$ cat src/rtl/fc_port_state.sv
// Fibre Channel primary port state machine: ordered-set recognition, R_T_TOV timer, state output.
// Optional FC_PORT_STATE_STATS_EN adds saturating link failure / recovery counters.
package fc;
  typedef enum logic [3:0] {
    STATE_OL1, STATE_OL2, STATE_OL3, STATE_AC,
    STATE_LR1, STATE_LR2, STATE_LR3, STATE_LF1, STATE_LF2
  } state_t;

  typedef enum logic [2:0] {
    OS_NONE, OS_OLS, OS_NOS, OS_LR, OS_LRR, OS_IDLE
  } os_t;

  localparam logic [31:0] IDLE  = 32'hBC95_B5B5;
  localparam logic [31:0] ARBFF = 32'hBC94_9F9F;
  localparam logic [31:0] NOS   = 32'hBC55_BF45;
  localparam logic [31:0] OLS   = 32'hBC35_8A55;
  localparam logic [31:0] LR    = 32'hBC49_BF49;
  localparam logic [31:0] LRR   = 32'hBC35_BF49;
endpackage

module fc_port_state #(
  parameter int unsigned TIMEOUT_CYCLES = 10_000_000
) (
  input  logic        clk,
  input  logic        reset,
  input  logic [31:0] rx_data,
  input  logic [3:0]  rx_datak,
  input  logic        rx_valid,
  input  logic        rx_sync,
  input  logic        offline_req,
  input  logic        link_reset_req,
`ifdef FC_PORT_STATE_STATS_EN
  input  logic        stats_clear,
  output logic [15:0] link_failures,
  output logic [15:0] link_recoveries,
`endif
  output fc::state_t  state,
  output logic        active,
  output logic        state_change
);
  import fc::*;

  localparam int unsigned TW = $clog2(TIMEOUT_CYCLES);
  localparam logic [TW-1:0] TIMER_LAST = TW'(TIMEOUT_CYCLES - 1);

  os_t           os_kind;
  os_t           run_kind;
  logic [1:0]    run_cnt;
  logic          run_same;
  logic          seq_valid;
  logic [TW-1:0] timer;
  logic          timeout;
  logic          seq_hit;
  state_t        seq_next;
  state_t        next_state;

  // Classify the current word
  always_comb begin
    os_kind = OS_NONE;
    if (rx_datak == 4'b1000) begin
      case (rx_data)
        OLS:         os_kind = OS_OLS;
        NOS:         os_kind = OS_NOS;
        LR:          os_kind = OS_LR;
        LRR:         os_kind = OS_LRR;
        IDLE, ARBFF: os_kind = OS_IDLE;
        default:     os_kind = OS_NONE;
      endcase
    end
  end

  // Recognition is taken from the incoming word so the state moves on the edge sampling the 3rd match
  assign run_same  = (os_kind != OS_NONE) && (os_kind == run_kind) && (run_cnt != 2'd0);
  assign seq_valid = rx_sync && rx_valid && run_same && (run_cnt >= 2'd2);

  // Run counter: invalid cycles hold the run, any non-ordered-set word breaks it
  always_ff @(posedge clk) begin
    if (reset || !rx_sync) begin
      run_cnt  <= 2'd0;
      run_kind <= OS_NONE;
    end else if (rx_valid) begin
      if (os_kind == OS_NONE) begin
        run_cnt  <= 2'd0;
        run_kind <= OS_NONE;
      end else if (run_same) begin
        if (run_cnt != 2'd3) run_cnt <= run_cnt + 2'd1;
      end else begin
        run_cnt  <= 2'd1;
        run_kind <= os_kind;
      end
    end
  end

  assign timeout = (state inside {STATE_LR1, STATE_LR2, STATE_LR3}) && (timer == TIMER_LAST);

  // R_T_TOV timer; a timeout always leaves the LR states, so it never wraps
  always_ff @(posedge clk) begin
    if (reset || (next_state != state)) begin
      timer <= '0;
    end else if (state inside {STATE_LR1, STATE_LR2, STATE_LR3}) begin
      timer <= timer + TW'(1);
    end
  end

  always_ff @(posedge clk) begin
    if (reset) begin
      state        <= STATE_OL1;
      active       <= 1'b0;
      state_change <= 1'b0;
    end else begin
      state        <= next_state;
      active       <= (next_state == STATE_AC);
      state_change <= (next_state != state);
    end
  end

  // Next state; a sequence only wins over lower priorities when it has a transition here
  always_comb begin
    next_state = state;
    seq_next   = state;
    if (seq_valid) begin
      case (state)
        STATE_OL1: if (os_kind == OS_OLS) seq_next = STATE_OL2;
                   else if (os_kind == OS_LR) seq_next = STATE_LR2;
        STATE_OL2: if (os_kind == OS_LR) seq_next = STATE_LR2;
                   else if (os_kind == OS_NOS) seq_next = STATE_LF1;
        STATE_AC:  if (os_kind == OS_LR) seq_next = STATE_LR2;
                   else if (os_kind == OS_LRR) seq_next = STATE_LR3;
                   else if (os_kind == OS_OLS) seq_next = STATE_OL2;
                   else if (os_kind == OS_NOS) seq_next = STATE_LF1;
        STATE_LR1: if (os_kind == OS_LRR) seq_next = STATE_LR3;
                   else if (os_kind == OS_LR) seq_next = STATE_LR2;
        STATE_LR2: if (os_kind == OS_LRR) seq_next = STATE_LR3;
                   else if (os_kind == OS_IDLE) seq_next = STATE_AC;
        STATE_LR3: if (os_kind == OS_IDLE) seq_next = STATE_AC;
                   else if (os_kind == OS_LR) seq_next = STATE_LR2;
        STATE_LF1: if (os_kind == OS_OLS) seq_next = STATE_OL2;
                   else if (os_kind == OS_LR) seq_next = STATE_LR2;
        STATE_LF2: if (os_kind == OS_NOS) seq_next = STATE_LF1;
                   else if (os_kind == OS_OLS) seq_next = STATE_OL2;
                   else if (os_kind == OS_LR) seq_next = STATE_LR2;
        default:   seq_next = state;
      endcase
    end
    seq_hit = (seq_next != state);

    if (!rx_sync && !(state inside {STATE_OL1, STATE_OL2, STATE_OL3, STATE_LF2})) begin
      next_state = STATE_LF2;
    end else if (offline_req && (state != STATE_OL3)) begin
      next_state = STATE_OL3;
    end else if ((state == STATE_OL3) && !offline_req) begin
      next_state = STATE_OL1;
    end else if (seq_hit) begin
      next_state = seq_next;
    end else if (timeout) begin
      next_state = STATE_LF2;
    end else if (link_reset_req && (state == STATE_AC)) begin
      next_state = STATE_LR1;
    end
  end

`ifdef FC_PORT_STATE_STATS_EN
  logic fail_entry;
  logic rec_entry;

  assign fail_entry = (next_state != state) && (next_state inside {STATE_LF1, STATE_LF2});
  assign rec_entry  = (next_state != state) && (next_state inside {STATE_LR1, STATE_LR2});

  // Saturating counters; clear beats a same-cycle increment
  always_ff @(posedge clk) begin
    if (reset || stats_clear) begin
      link_failures   <= 16'd0;
      link_recoveries <= 16'd0;
    end else begin
      if (fail_entry && (link_failures != 16'hFFFF)) link_failures <= link_failures + 16'd1;
      if (rec_entry && (link_recoveries != 16'hFFFF)) link_recoveries <= link_recoveries + 16'd1;
    end
  end
`endif
endmodule

$ cat config.mk
export PLATFORM = sky130hd
export DESIGN_NAME = fc_port_state
export DESIGN_NICKNAME = d
export VERILOG_FILES = /design/src/rtl/fc_port_state.sv
export SDC_FILE = /design/constraint.sdc
export NUM_CORES = 1
export LEC_CHECK = 0
export ABC_AREA = 1
export CAP_MARGIN = 15
export CORE_UTILIZATION = 37
export DETAILED_ROUTE_END_ITERATION = 12
export PLACE_DENSITY_LB_ADDON = 0.12
export SLEW_MARGIN = 15
export SYNTH_ARGS = -nofsm -noshare
export SYNTH_HDL_FRONTEND = slang
export SYNTH_SLANG_ARGS = --single-unit
export TNS_END_PERCENT = 50
$ cat constraint.sdc
create_clock -name clk -period 5.2 [get_ports clk]
set_input_delay 0.78 -clock clk [delete_from_list [all_inputs] [get_ports clk]]
set_output_delay 0.78 -clock clk [all_outputs]
set_load 0.05 [all_outputs]
### After elaboration in Yosys (flattened, before gate mapping)

Cells that the tools add are included.

* register bits: 35
* bits in latches: 0
* RAM bits: 0
* bits in read-only memories: 0
* input port bits: 42
* output and inout port bits: 6
* word-level logic and storage cells: 90
* memories kept: 0

* $add $sub $neg: 2
* multiply operators: 0
* div/mod/pow operators: 0
* magnitude comparators: 1
* equality and inequality tests: 29
* shift-type cells: 0
* muxes and demuxes: 27
* bitwise gates (word level): 0
* reductions and logical operators: 25

Operators by type and width (count)
* $eq 32x32->1 const B: 6
* $mux 4: 19
* $pmux 4 s7: 1
* $add 24x1->24 const B: 1
* $eq 24x24->1 const B: 1
* $eq 4x3->1 const B: 4
* $pmux 3 s5: 1
* $eq 4x2->1 const B: 3
* $logic_and 1x1->1: 10
* $mux 3: 3
* $eq 4x4->1 const B: 2
* $ne 4x4->1: 2
* $eq 3x2->1 const B: 2
* $eq 3x3->1 const B: 2
* $mux 2: 3
* $reduce_bool 3->1: 2
* $eq 4x1->1 const B: 1
* $logic_not 4->1: 1
* $ne 4x2->1 const B: 1
* $reduce_and 2->1: 2
* $reduce_bool 4->1: 1
* $reduce_or 2->1: 2
* $eq 3x1->1 const B: 1
* $eq 3x3->1: 1
* other kinds (9): 12

### Depth between registers and ports, before layout

Gate-level depths: netlist (run 1).

* word-level depth: 18
* depth in mapped cells: 30
* mapped depth without buffers: 29

### Worst setup path after synthesis (run 1)

Ideal clock, no wire load.

* path type: in2reg
* start: in rx_data[30]
* end: reg timer[8]
* setup time: 0.124 ns
* arrival time: 3.116 ns
* required time: 5.076 ns
* slack: 1.961 ns
* stages: 29
* buffers on the path: 1
* path through: inv_1 > nand2_1 > nor2_2 > nand2_2 > nor2_1 > nand2_1 > nand2_2 > nor2_2 > nor2_4 > nand2_1 > nand2_2 > nand2_2 > nor2_4 > nand3_2 > nor2_1 > nand2_1 > nand3_2 > nand2_2 > nor2_4 > nand2_2 > nand2_1 > nand3_1 > nand2_1 > nand2_1 > nand2_1 > nand2_1 > nand4_4 > buf_6 > nor2_4

* cells in the longest elaborated chain, start to end: 18
* elaborated cells on any way between the ends: 41
* those cells by class: 14 x eq/ne; 20 x mux; 7 x reduce/logical

Ends and longest elaborated chain
* start, declared: RTL line 26 `input logic [31:0] rx_data,`
* $eq 32x32->1: RTL line 61 `case (rx_data)`
* $reduce_or 2->1: RTL line 61
* $pmux 3 s5 (*): RTL line 61
* $mux 3 (*): RTL line 60 `if (rx_datak == 4'b1000) begin`
* $eq 3x2->1: RTL line 126, 130, 139
* $mux 4: RTL line 126, 130
* $mux 4: RTL line 129 `else if (os_kind == OS_OLS) seq_next = STATE_OL2;`
* $mux 4: RTL line 128 `else if (os_kind == OS_LRR) seq_next = STATE_LR3;`
* [... 2 more ...]
* $mux 4 (*): RTL line 121 `if (seq_valid) begin`
* $ne 4x4->1: RTL line 145 `seq_hit = (seq_next != state);`
* $mux 4 (*): RTL line 153 `end else if (seq_hit) begin`
* $mux 4 (*): RTL line 151 `end else if ((state == STATE_OL3) && !offline_req) begin`
* $mux 4 (*): RTL line 149 `end else if (offline_req && (state != STATE_OL3)) begin`
* $mux 4 (*): RTL line 147 `if (!rx_sync && !(state inside {STATE_OL1, STATE_OL2, STATE_OL3, STATE_LF2})) begin`
* $ne 4x4->1 (*): RTL line 98 `if (reset || (next_state != state)) begin`
* $logic_or 1x1->1 (*): RTL line 98
* end signal, assigned: RTL line 101 `timer <= timer + TW'(1);`
* end, declared: RTL line 51 `logic [TW-1:0] timer;`

Every way passes the cells marked *; elsewhere a longest branch is shown, timed or not.
A chain may end at the register's enable or synchronous reset.

### Worst setup path after layout (run 1)

* start: in rx_data[28]
* end: reg timer[15]

The elaborated chain is that of the path after synthesis.

==> results.yml, run 1 <==
yosys:
  synth_commonest_cells: "nand2_1, nor2_1, inv_1, dfxtp_1, nand3_1"
  yosysTopAreaCellShare_pct: 20.5
  synth_top_area_cell: "dfxtp_1"
  synth_edf_count: 0
  synth_seq_cells: 35
  syn_area_per_cell_um2: 6.00
  ys_warn_count: 0
  async_flop_share_pct: 0
  syn_inst: 571
  synth_most_common_cell: "nand2_1"
  ys.flop_type: "dfxtp_1"
  synthesis.area_mm2: 0.00343
  synth_seq_area_share_pct: 20.5
  synth_cell_types: 36
  syn_nets: 617
  synth_area_leaders: "dfxtp_1, nand2_1, nor2_1, nor2_4, inv_1"
route:
  drtAntennaViolNets: 0
  finalWirelength_mm: 8.22
  wl_per_cell_um: 11.3
  dr_total_vias: 3508
  via_per_inst: 4.81
  drc: 0
  dr.first_iter.drc_count: 126
  drtPass1Iterations: 7
worst_setup_path:
  r2r_cells: 19
  crit_fanout: 24
  endpoint_kind: "register"
  arrival_ns: 4.64
  start_kind: "input port"
  path_class: "input port to register"
  rr_startpoint: "state[2]"
  worstPathRequired_ns: 5.41
  startpoint: "rx_data[28]"
sta:
  drv_slew: 0
  hold_viol_final: 0
  fmax_ghz: 0.226
  finClkSkew_ns: 0.00371
  post-route-min-period_ns: 4.43
  maxSlewHeadroom_pct: 44.6
  setup_tns_ns: 0
  rsz0062_at_grt: "no"
  setup_viol: 0
  tightest_slew_ns: 0.829
  fin_crit_sh_pct: 85.2
global_routing:
  grt_pass1_wl_mm: 14.5
  grt_usage_pct: 17.9
  grt_pass1_vias: 3324
  grt_max_degree: 25
  antenna_found_initial: 0
  grt_overflow: 0
finish:
  seqCellArea_um2: 701
  fill_cells: 950
  multiInputGateArea_mm2: 0.00234
  nets: 666
  synthToLayoutAreaGrowth_pct: 19.3
  n_antenna_cell: 0
  drive_gt1_share_pct: 13.7
worst_hold_path:
  hold_path.startpoint: "run_cnt[1]"
  hold_path_depth: 2
  min-delay-path-class: "register to register"
clock_tree:
  path_clk_slew_ns: 0.08
  numCtsBuffers: 5
  ctsRootBufferMaster: "clkbuf_8"
  hold_buffers: 0
  clk_latency_ns: 0.29
  cts_resized: 0
  cts_setup_buffers: 0
  cts_max_path_buffers: 2
  clock_sinks: 35
  htreeDepth: 2
  cts_tree: "done"
floorplanning:
  start_util_pct: 38.7
  core_area_mm2: 0.00885
  die_w_um: 98.2
  die_y_um: 98.2
  ios: 48
  dieArea_mm2: 0.00965
  num_rows: 34
power_and_ir_drop:
  clock_power_share_pct: 34.6
  switchingPower_uw: 189
  power_density_mw_per_mm2: 147
  switching_share_pct: 31.4
  leakagePower_uw: 0.00167
  p_total_uw: 601
  p_comb_share_pct: 19.9
  seq_power_share_pct: 45.5
  intPower_uw: 412
  vdd_drop_max_v: 0.0000984
placement:
  dp_hpwl_mm: 6.71
  io_buffers: 47
  gp_congestion: 0.867
status:
  status: "complete, no violations"
run:
  cap_violations: 0
==> per-layer routing <==
metal  vias up  track usage, %  routed length, um
met2        91            31.2               3830
li1       1867               -                  -
met1      1544            23.6               4000
met5         -               0                  0
met3         6            2.29                326
met4         0            3.90                 61
==> power by group through the flow <==
stage | logic [uW] | registers (uW) | clock network [uW]
3_3_place_gp | 120 | 280 | 0
5_1_grt | 132 | 274 | 230
4_1_cts | 121 | 274 | 216
3_5_place_dp | 121 | 280 | 0
2_1_floorplan | 66.3 | 284 | 0
6_report | 120 | 274 | 208
==> layout make-up <==
| cell class | count | share of cell area [%] |
|---|---|---|
| repair buffers | 47 | 11.5 |
| multi-input cells | 437 | 57.2 |
| flip-flops and latches | 35 | 17.1 |
| clock buffers | 5 | 1.68 |
| clock inverters | 3 | 0.490 |
| well taps | 108 | 3.31 |
| inverters | 94 | 8.63 |
==> metrics by stage <==
step                worst slack (ns)  instances  utilization, %  hold WS, ns  area (um^2)
finish                         0.771        729            46.2        0.550         4090
global route                   0.305        729            46.2        0.585         4090
CTS                            0.764        729            46.2        0.548         4090
detailed placement             0.460        721            45.2        0.536         4000
global placement               0.491        721            45.2        0.522         4000
floorplan                       1.96        571               -        0.494         3430
==> kinds of logic (layout without fill, tap and decap cells) <==
| logic type | Yosys count | count (layout) | synth area share [%] |
|---|---|---|---|
| adders and majority gates | 4 | 4 | 1.46 |
| DFF | 35 | 35 | 20.5 |
| buffers and inverters | 99 | 149 | 11.3 |
| AOI/OAI and AO/OA | 34 | 34 | 5.55 |
| and+or+nand+nor | 376 | 376 | 55.1 |
| muxes | 1 | 1 | 0.292 |
| xor gates and xnor gates | 22 | 22 | 5.84 |
==> sequential cells by signal, summed over array words and instances, names as in the netlist <==
name and flops:
timer 24, state 4, run_kind 3, run_cnt 2
active 1, state_change 1
==> layout by cell type, fill, tap and decap left out, drive strengths merged, types with 2 or more instances in the layout <==
master         synthesis  layout
nor4                   5       5
nor2                 133     133
inv                   93      93
dfxtp                 35      35
xnor2                 12      12
clkdlybuf4s50          0      47
nand4                 19      19
a21oi                 10      10
a21boi                 2       2
nor3                  14      14
clkbuf                 3       5
o211ai                 3       3
clkinvlp               0       2
nand3                 37      37
xor2                  10      10
o21ai                 15      15
clkinv                 1       2
nand2                166     166
ha                     4       4
nand3b                 2       2
==> path summary, 6_finish.rpt <==
path / to / slack [ns]
setup / recovery: timer[15] / 0.77
hold / removal: run_cnt[1] / 0.55
hold reg to reg: run_cnt[1] / 0.55
setup reg to reg: timer[15] / 1.62
==> worst max-delay path, cell delays in order <==
cell,delay [ns]
clkdlybuf4s50_1,0.49
nand2_1,0.09
nor2_2,0.12
nand2_2,0.13
nor2_1,0.14
nand2_1,0.10
nand2_2,0.10
inv_2,0.04
nand2_2,0.08
nand4_2,0.20
nand2_1,0.17
o21ai_1,0.07
nor2_1,0.22
nand2_1,0.08
nand3_1,0.08
nand2_1,0.09
nor2_4,0.16
nand4_1,0.14
nand2_1,0.17
xor2_2,0.22
nand4_4,0.67
nor2_1,0.27
Power figures use the tool's default switching activity.
==> run 2: changes to the inputs <==
--- a/config.mk
+++ b/config.mk
@@ -10,7 +10,8 @@
 export CORE_UTILIZATION = 37
 export DETAILED_ROUTE_END_ITERATION = 12
 export PLACE_DENSITY_LB_ADDON = 0.12
-export SLEW_MARGIN = 15
+export SETUP_SLACK_MARGIN = 0.3
+export SLEW_MARGIN = 20
 export SYNTH_ARGS = -nofsm -noshare
 export SYNTH_HDL_FRONTEND = slang
 export SYNTH_SLANG_ARGS = --single-unit
==> results of run 2 <==
Final layout, timing and power as in run 1 (identical DEF).
